[src/rtl/jtag_tap_master_ctrl.sv]
`default_nettype none
// ============================================================================
// Module      : jtag_tap_master_ctrl
// Description : JTAG TAP master; walks the TAP for IR/DR scans and TAP reset,
//               returning captured TDO bits over a valid/ready command port.
// Revision    : 1.0 - initial release
// ============================================================================
module jtag_tap_master_ctrl #(
  parameter int DATA_W  = 32,
  parameter int CLK_DIV = 2
) (
  input  logic                        clock,
  input  logic                        reset,
  input  logic                        cmd_valid,
  output logic                        cmd_ready,
  input  logic [1:0]                  cmd_op,
  input  logic [$clog2(DATA_W+1)-1:0] cmd_len,
  input  logic [DATA_W-1:0]           cmd_data,
  output logic                        rsp_valid,
  output logic [DATA_W-1:0]           rsp_data,
  output logic                        rsp_err,
  output logic                        busy,
  output logic                        tck,
  output logic                        tms,
  output logic                        tdi,
  input  logic                        tdo
);

  localparam int c_len_w = $clog2(DATA_W+1);
  localparam int c_bit_w = (c_len_w > 3) ? c_len_w : 3;
  localparam int c_idx_w = (DATA_W > 1) ? $clog2(DATA_W) : 1;
  localparam int c_div_w = (CLK_DIV > 1) ? $clog2(CLK_DIV) : 1;
  localparam logic [c_div_w-1:0] c_div_last = c_div_w'(CLK_DIV - 1);
  localparam logic [c_len_w-1:0] c_len_max  = c_len_w'(DATA_W);
  localparam logic [1:0] c_op_ir  = 2'd1;
  localparam logic [1:0] c_op_rst = 2'd2;
  localparam logic [1:0] c_op_bad = 2'd3;

  typedef enum logic [2:0] {
    S_INIT  = 3'd0,
    S_IDLE  = 3'd1,
    S_PRE   = 3'd2,
    S_SHIFT = 3'd3,
    S_POST  = 3'd4,
    S_TAIL  = 3'd5,
    S_DONE  = 3'd6
  } state_t;

  state_t               r_state, w_state_nxt, w_walk_nxt;
  logic [c_div_w-1:0]   r_div, w_div_nxt;
  logic                 r_high, w_high_nxt;
  logic [c_bit_w-1:0]   r_bit, w_bit_nxt, w_nbits;
  logic                 w_walk, w_tms, w_accept, w_illegal;
  logic [1:0]           r_op;
  logic [c_len_w-1:0]   r_len;
  logic [DATA_W-1:0]    r_data, r_cap, r_rsp_data;
  logic                 r_err, r_rsp_err;
  logic [c_idx_w-1:0]   w_idx;

  assign cmd_ready = (r_state == S_IDLE) || (r_state == S_DONE);
  assign busy      = ~cmd_ready;
  assign rsp_valid = (r_state == S_DONE);
  assign rsp_data  = r_rsp_data;
  assign rsp_err   = r_rsp_err;
  assign tck       = r_high;
  assign tms       = w_tms;
  assign w_idx     = r_bit[c_idx_w-1:0];
  assign tdi       = (r_state == S_SHIFT) ? r_data[w_idx] : 1'b0;
  assign w_accept  = cmd_valid && cmd_ready;
  assign w_illegal = (cmd_op == c_op_bad) || (cmd_len == '0) || (cmd_len > c_len_max);

  always_ff @(posedge clock or negedge reset) begin
    if (!reset) begin
      r_state <= S_INIT;
      r_div   <= '0;
      r_high  <= 1'b0;
      r_bit   <= '0;
    end else begin
      r_state <= w_state_nxt;
      r_div   <= w_div_nxt;
      r_high  <= w_high_nxt;
      r_bit   <= w_bit_nxt;
    end
  end

  // Each walk state is a run of TCK periods; w_nbits/w_tms describe the path.
  always_comb begin
    w_state_nxt = r_state;
    w_walk_nxt  = r_state;
    w_div_nxt   = r_div;
    w_high_nxt  = r_high;
    w_bit_nxt   = r_bit;
    w_nbits     = '0;
    w_walk      = 1'b0;
    w_tms       = 1'b0;
    case (r_state)
      S_INIT: begin
        w_walk     = 1'b1;
        w_nbits    = c_bit_w'(6);
        w_tms      = (r_bit != c_bit_w'(5));
        w_walk_nxt = S_IDLE;
      end
      S_IDLE, S_DONE: begin
        if (w_accept) begin
          w_state_nxt = w_illegal ? S_TAIL : S_PRE;
        end else begin
          w_state_nxt = S_IDLE;
        end
      end
      S_PRE: begin
        w_walk = 1'b1;
        if (r_op == c_op_rst) begin
          w_nbits    = c_bit_w'(5);
          w_tms      = 1'b1;
          w_walk_nxt = S_POST;
        end else if (r_op == c_op_ir) begin
          w_nbits    = c_bit_w'(4);
          w_tms      = (r_bit < c_bit_w'(2));
          w_walk_nxt = S_SHIFT;
        end else begin
          w_nbits    = c_bit_w'(3);
          w_tms      = (r_bit == '0);
          w_walk_nxt = S_SHIFT;
        end
      end
      S_SHIFT: begin
        w_walk     = 1'b1;
        w_nbits    = c_bit_w'(r_len);
        w_tms      = (r_bit == w_nbits - 1'b1);
        w_walk_nxt = S_POST;
      end
      S_POST: begin
        w_walk     = 1'b1;
        w_nbits    = (r_op == c_op_rst) ? c_bit_w'(1) : c_bit_w'(2);
        w_tms      = (r_op != c_op_rst) && (r_bit == '0);
        w_walk_nxt = S_TAIL;
      end
      S_TAIL:  w_state_nxt = S_DONE;
      default: w_state_nxt = S_INIT;
    endcase

    if (w_walk) begin
      if (r_div == c_div_last) begin
        w_div_nxt  = '0;
        w_high_nxt = ~r_high;
        if (r_high) begin
          if (r_bit == w_nbits - 1'b1) begin
            w_bit_nxt   = '0;
            w_state_nxt = w_walk_nxt;
          end else begin
            w_bit_nxt = r_bit + 1'b1;
          end
        end
      end else begin
        w_div_nxt = r_div + 1'b1;
      end
    end
  end

  // Command latch, TDO capture on the TCK rising cycle, and response hold.
  always_ff @(posedge clock or negedge reset) begin
    if (!reset) begin
      r_op       <= '0;
      r_len      <= '0;
      r_data     <= '0;
      r_cap      <= '0;
      r_err      <= 1'b0;
      r_rsp_data <= '0;
      r_rsp_err  <= 1'b0;
    end else begin
      if (w_accept) begin
        r_op   <= cmd_op;
        r_len  <= cmd_len;
        r_data <= cmd_data;
        r_cap  <= '0;
        r_err  <= w_illegal;
      end
      if ((r_state == S_SHIFT) && !r_high && (r_div == c_div_last)) begin
        r_cap[w_idx] <= tdo;
      end
      if (r_state == S_TAIL) begin
        r_rsp_data <= r_cap;
        r_rsp_err  <= r_err;
      end
    end
  end

endmodule
`default_nettype wire

[config.mk]
export PLATFORM = sky130hd
export DESIGN_NAME = jtag_tap_master_ctrl
export DESIGN_NICKNAME = d
export VERILOG_FILES = /design/src/rtl/jtag_tap_master_ctrl.sv
export SDC_FILE = /design/constraint.sdc
export NUM_CORES = 1
export LEC_CHECK = 0
export ABC_CLOCK_PERIOD_IN_PS = 4700
export CORE_ASPECT_RATIO = 1.75
export CORE_MARGIN = 3
export CORE_UTILIZATION = 50
export DETAILED_ROUTE_END_ITERATION = 16
export PLACE_DENSITY = 0.71
export SLEW_MARGIN = 20
export SYNTH_ARGS = -nofsm -noshare
export SYNTH_HDL_FRONTEND = slang
export SYNTH_SLANG_ARGS = --single-unit
[constraint.sdc]
create_clock -name clock -period 4.7 [get_ports clock]
set_input_delay 0.94 -clock clock [delete_from_list [all_inputs] [get_ports clock]]
set_output_delay 0.94 -clock clock [all_outputs]
set_load 0.01 [all_outputs]
**After elaboration in Yosys (flattened, before gate mapping)**

Index checks and enable logic that the tools add are counted.

- Bitwise gates (word level): 2
- Reductions and logical operators: 16
- Mux-type cells: 27
- Equal/unequal tests: 14
- $add $sub $neg: 4
- $lt $le $gt $ge: 4

Operator list:

| cell | number |
|---|---|
| 32-bit two-way mux | 2 |
| 32-bit bitwise mux | 1 |
| 3-bit two-way mux | 9 |
| 6-bit one-hot mux with 4 select lines | 1 |
| 6-bit == test | 2 |
| 6-bit zero test | 2 |
| 3-bit one-hot mux with 4 select lines | 1 |
| 6-bit by 1-bit subtractor with 6-bit output, second input constant | 2 |
| 3-bit == test, second input constant | 3 |
| 3-bit one-hot mux with 3 select lines | 1 |
| 8-bit by 5-bit inequality test with 1-bit output, second input constant | 1 |
| 1-bit two-way mux | 7 |
| 6-bit by 1-bit adder with 6-bit output, second input constant | 1 |
| 3-bit by 2-bit == test with 1-bit output, second input constant | 2 |
| 6-bit > comparator, second input constant | 1 |
| 5-bit by 6-bit < comparator with 1-bit output, second input constant | 1 |
| 6-bit by 2-bit < comparator with 1-bit output, second input constant | 1 |
| 6-bit two-way mux | 1 |
| 6-bit by 3-bit inequality test with 1-bit output, second input constant | 1 |
| 1-bit binary-select mux with 5-bit select | 1 |
| 1-bit demux with 5-bit select | 1 |
| 5-bit by 1-bit >= comparator with 1-bit output, second input constant | 1 |
| 1-bit logical AND | 5 |
| 2-bit == test, second input constant | 2 |
| other kinds (14) | 17 |

- Input port bits: 44
- Logic and storage cells: 78
- Output and inout bits: 39
- Register bits after elaboration: 117

**Depth between registers and ports, before layout**

- Word-level depth: 10
- Depth in mapped cells: 11
- Gate-level depth less buffers: 11

**Worst setup path before layout**

OpenSTA, ideal clock, no wires.

- Path type: register to register
- Start: register r_op[0]
- End: register r_state[0]
- Arrival: 2,845 ps
- Setup time: 81 ps
- Cell stages (with the launch flop): 11
- Slack: 1,775 ps
- Required time: 4,619 ps
- Period minus slack after synthesis: 2,925 ps
- Buffers on the path: 0
- Cells stage by stage: dfrtp_1 -> inv_1 -> ha_1 -> nor4bb_1 -> a31oi_4 -> ha_1 -> xor2_1 -> o21ai_0 -> or4b_4 -> or4_4 -> o211ai_2

- Longest elaborated chain between the ends: 10
- Elaborated cells on any way between the ends: 15
- Those cells by class: add/sub (1); eq/ne (4); mux (10)

RTL lines:

| element | line | RTL |
|---|---|---|
| start: declaration | 54 | `logic [1:0] r_op;` |
| start signal: assignment | 172 | `r_op <= cmd_op;` |
| 2-bit by 1-bit == test with 1-bit output | 116 | `end else if (r_op == c_op_ir) begin` |
| 3-bit two-way mux | 116 |  |
| 3-bit two-way mux | 112 | `if (r_op == c_op_rst) begin` |
| 6-bit one-hot mux with 4 select lines | 96 | `case (r_state)` |
| 6-bit by 1-bit subtractor with 6-bit output | 147 | `if (r_bit == w_nbits - 1'b1) begin` |
| 6-bit == test | 147 |  |
| 3-bit two-way mux | 147 |  |
| 3-bit two-way mux | 146 | `if (r_high) begin` |
| 3-bit two-way mux | 143 | `if (r_div == c_div_last) begin` |
| 3-bit two-way mux | 142 | `if (w_walk) begin` |
| end signal: assignment | 79 | `r_state <= w_state_nxt;` |
| end: declaration | 49 | `state_t r_state, w_state_nxt, w_walk_nxt;` |

Parallel ways exist; a longest one is shown, timed or not.
A chain may end at the register's enable or synchronous reset.

**Worst setup path after layout**

- Start: register r_bit[0]
- End: output tms

- Longest elaborated chain between the ends: 4
- Elaborated cells on any way between the ends: 8
- Those cells by class: order compare (1); eq/ne (2); mux (3); reduce/logical (2)

RTL lines:

| element | line | RTL |
|---|---|---|
| start: declaration | 52 | `logic [c_bit_w-1:0] r_bit, w_bit_nxt, w_nbits;` |
| start signal: assignment | 82 | `r_bit <= w_bit_nxt;` |
| 6-bit by 2-bit < comparator with 1-bit output or 6-bit zero test (tied branches) | 118, 122, 135 |  |
| 1-bit two-way mux | 116 |  |
| 1-bit two-way mux | 112 |  |
| 1-bit one-hot mux with 4 select lines * | 96 |  |
| end: declaration | 24 | `output logic tms,` |

Mark *: on every way between the ends. The rest lies on a longest branch, timed or not.

==> impl_metrics.env <==
export IMPL_status="finished clean"
export IMPL_cp_max_fo=15
export IMPL_synth_largest_area_cell="dfrtp_1"
export IMPL_drive_above_1_share_pct=14.2
export IMPL_synth_top_cells_by_count="180 x nand2_1, 117 x dfrtp_1, 52 x nand3_1"
export IMPL_clockBufferDepth=2
export IMPL_rsz0062_at_grt="false"
export IMPL_grt_pass1_wl_mm=22.3
export IMPL_seq_power_share_pct=38.6
export IMPL_final_util_pct=64.1
export IMPL_synth_most_common_cell="nand2_1"
export IMPL_grt_pass1_vias=4699
export IMPL_tightest_slew_ns=1.10
export IMPL_pwr_share_comb_pct=31.0
export IMPL_placed_cell_area_um2=6660
export IMPL_cts_sinks=117
export IMPL_cts_setup_buffers=0
export IMPL_ys_seq_elements=117
export IMPL_p_sw_mw=1.37
export IMPL_cap_violations=0
export IMPL_avgViaCountPerCell=5.70
export IMPL_crit_type="reg -> out"
export IMPL_h_tree_depth=4
export IMPL_synthArstFlopShare_pct=100
export IMPL_final_nets=718
export IMPL_die_height_um=148
export IMPL_skew_ns=0.00824
export IMPL_slew_headroom_pct=26.6
export IMPL_insertion_delay_ns=0.41
export IMPL_wire_per_inst_um=16.7
export IMPL_hold_violations=0
export IMPL_synth_nets=648
export IMPL_synthesis_instances=595
export IMPL_core_um2=11200
export IMPL_syn_area_um2=5770
export IMPL_fill_cells=912
export IMPL_ys_top_cells_by_area="dfrtp_1 51%, nand2_1 12%, mux2_2 6.4%"
export IMPL_drc=0
export IMPL_drt_pass1_iter_count=5
export IMPL_port_buffers=82
export IMPL_leakage_nw=3.39
export IMPL_netSwitchingFraction_pct=35.6
export IMPL_cts_resized=0
export IMPL_antenna_cells=0
export IMPL_cp_arrival_ns=2.99
export IMPL_ant_nets=0
export IMPL_fmax_ghz=0.254
export IMPL_yosysWarningCount=0
export IMPL_ios=83
export IMPL_cts_tree="yes"
export IMPL_power_per_cell_area_nw_per_um2=535
export IMPL_yosys_area_top_type_share_pct=50.7
export IMPL_p_int_mw=2.48
export IMPL_yosysSeqAreaShare_pct=50.7
export IMPL_crit_path_end_kind="output port"
export IMPL_synth_edff_count=0
export IMPL_track_usage_pct=22.2
export IMPL_pwr_share_clk_pct=30.3
export IMPL_peakVddDrop_uv=328
export IMPL_synth_cell_type_count=61
export IMPL_syn_avg_cell_area_um2=9.70
export IMPL_area_growth_pct=24.7
export IMPL_die_area_um2=12900
export IMPL_slew_violations=0
export IMPL_grt_remaining_overflow=0
export IMPL_drt_iter0_drc=247
export IMPL_antenna_found_initial=0
export IMPL_clk_pin_slew_ns=0.06
export IMPL_routabilityCongestion=0.848
export IMPL_cts_buffers=17
export IMPL_cts_root_buf="clkbuf_16"
export IMPL_setup_violations=0
export IMPL_hold_buffers=0
export IMPL_cp_data_required_time_ns=3.76
export IMPL_rows=51
export IMPL_vias=4614
export IMPL_worstSetupStartpointType="flip-flop"
export IMPL_drt_wl_total_mm=13.5
export IMPL_final_area_um2=7200
export IMPL_finalCriticalPeriod_ns=3.93
export IMPL_dp_hpwl_mm=9.66
export IMPL_ys_flop_type="dfrtp_1"
export IMPL_finalCritPeriodShare_pct=83.6
export IMPL_grt_max_degree=48
export IMPL_tns_ns=0
export IMPL_start_util_pct=51.4
export IMPL_hold_class="reg -> reg"
export IMPL_die_w_um=87.2
through the flow:
step | hold WS, ns | setup slack, ns | instances | total power [mW]
after floorplan | 0.440 | 1.77 | 595 | 2.33
after global placement | 0.457 | 1.21 | 778 | 2.67
after detailed placement | 0.462 | 1.16 | 778 | 2.70
after CTS | 0.476 | 0.710 | 810 | 3.89
after global routing | 0.504 | 0.521 | 810 | 4.09
final | 0.473 | 0.769 | 810 | 3.85
power by group through the flow:
stage / Clock (mW) / Combinational (mW) / Sequential, mW
floorplan: 0 / 0.989 / 1.34
global placement: 0 / 1.18 / 1.49
detailed placement: 0 / 1.20 / 1.50
CTS: 1.19 / 1.21 / 1.49
global route: 1.24 / 1.33 / 1.52
finish: 1.17 / 1.19 / 1.49
final cells by class:
type	instances	area [um^2]	area share (%)
clock buffer	18	439	6.10
multi-input combinational	430	2650	36.9
inverter	10	37.5	0.522
clock inverter	14	103	1.43
tap	132	165	2.29
sequential	117	2930	40.7
timing repair buffer	89	871	12.1
state kept, by name, indices dropped and copies added, names as in the netlist:
register and flops:
r_state 3, r_div 1, rsp_data 32, r_cap 32, r_err 1, rsp_err 1
r_data 32, tck 1, r_len 6, r_bit 6, r_op 2
final timing paths:
kind / startpoint / to / slack [ns] / depth (start not counted)
max: r_bit[0] / tms / 0.77 / 8
min: r_data[23] / r_data[23] / 0.47 / 2
max reg2reg: r_op[0] / r_bit[4] / 1.55 / 10
min reg2reg: r_data[23] / r_data[23] / 0.47 / 2
max in group asynchronous: reset / rsp_data[26] / 3.17 / 2
min in group asynchronous: reset / rsp_data[5] / 0.53 / 1
cell families (layout without fill, tap and decap cells):
logic type               Yosys count  in the layout  share of synthesized area [%]
AO/OA/AOI/OAI                     70             70                           8.45
AND/OR/NAND/NOR                  293            293                           23.4
multiplexers                      42             42                           9.73
adder cells (fa/ha/maj)            9              9                           1.95
flip-flops                       117            117                           50.7
buffers and inverters             48            131                           3.36
XOR/XNOR                          16             16                           2.43
worst max-delay path, cell delays in order, from the launching register on:
cell	delay, ns
dfrtp_1	0.83
clkinv_1	0.30
ha_1	0.32
nor2_1	0.11
a21oi_1	0.05
a32oi_1	0.19
o22a_1	0.16
o22ai_1	0.10
clkdlybuf4s50_1	0.52
layer usage:
layer | vias up | global-route usage [%] | share of wire (%)
li1 | 2190 | - | -
met2 | 123 | 40.8 | 57
met5 | - | 0 | 0
met4 | 0 | 9.98 | 2.8
met1 | 2273 | 24.1 | 37
met3 | 28 | 4.27 | 3.5
cells in the final DEF, fill, tap and decap left out, drive strengths merged, types with 10 or more instances in the layout:
cell type / netlist / final
a21oi: 10 / 10
clkbuf: 29 / 18
clkdlybuf4s50: 0 / 81
dfrtp: 117 / 117
inv: 9 / 12
mux2: 33 / 33
nand2: 180 / 180
nand3: 52 / 52
nor2: 13 / 13
o211ai: 17 / 17
o21ai: 15 / 15
xnor2: 10 / 10
Power figures use the tool's default switching activity.
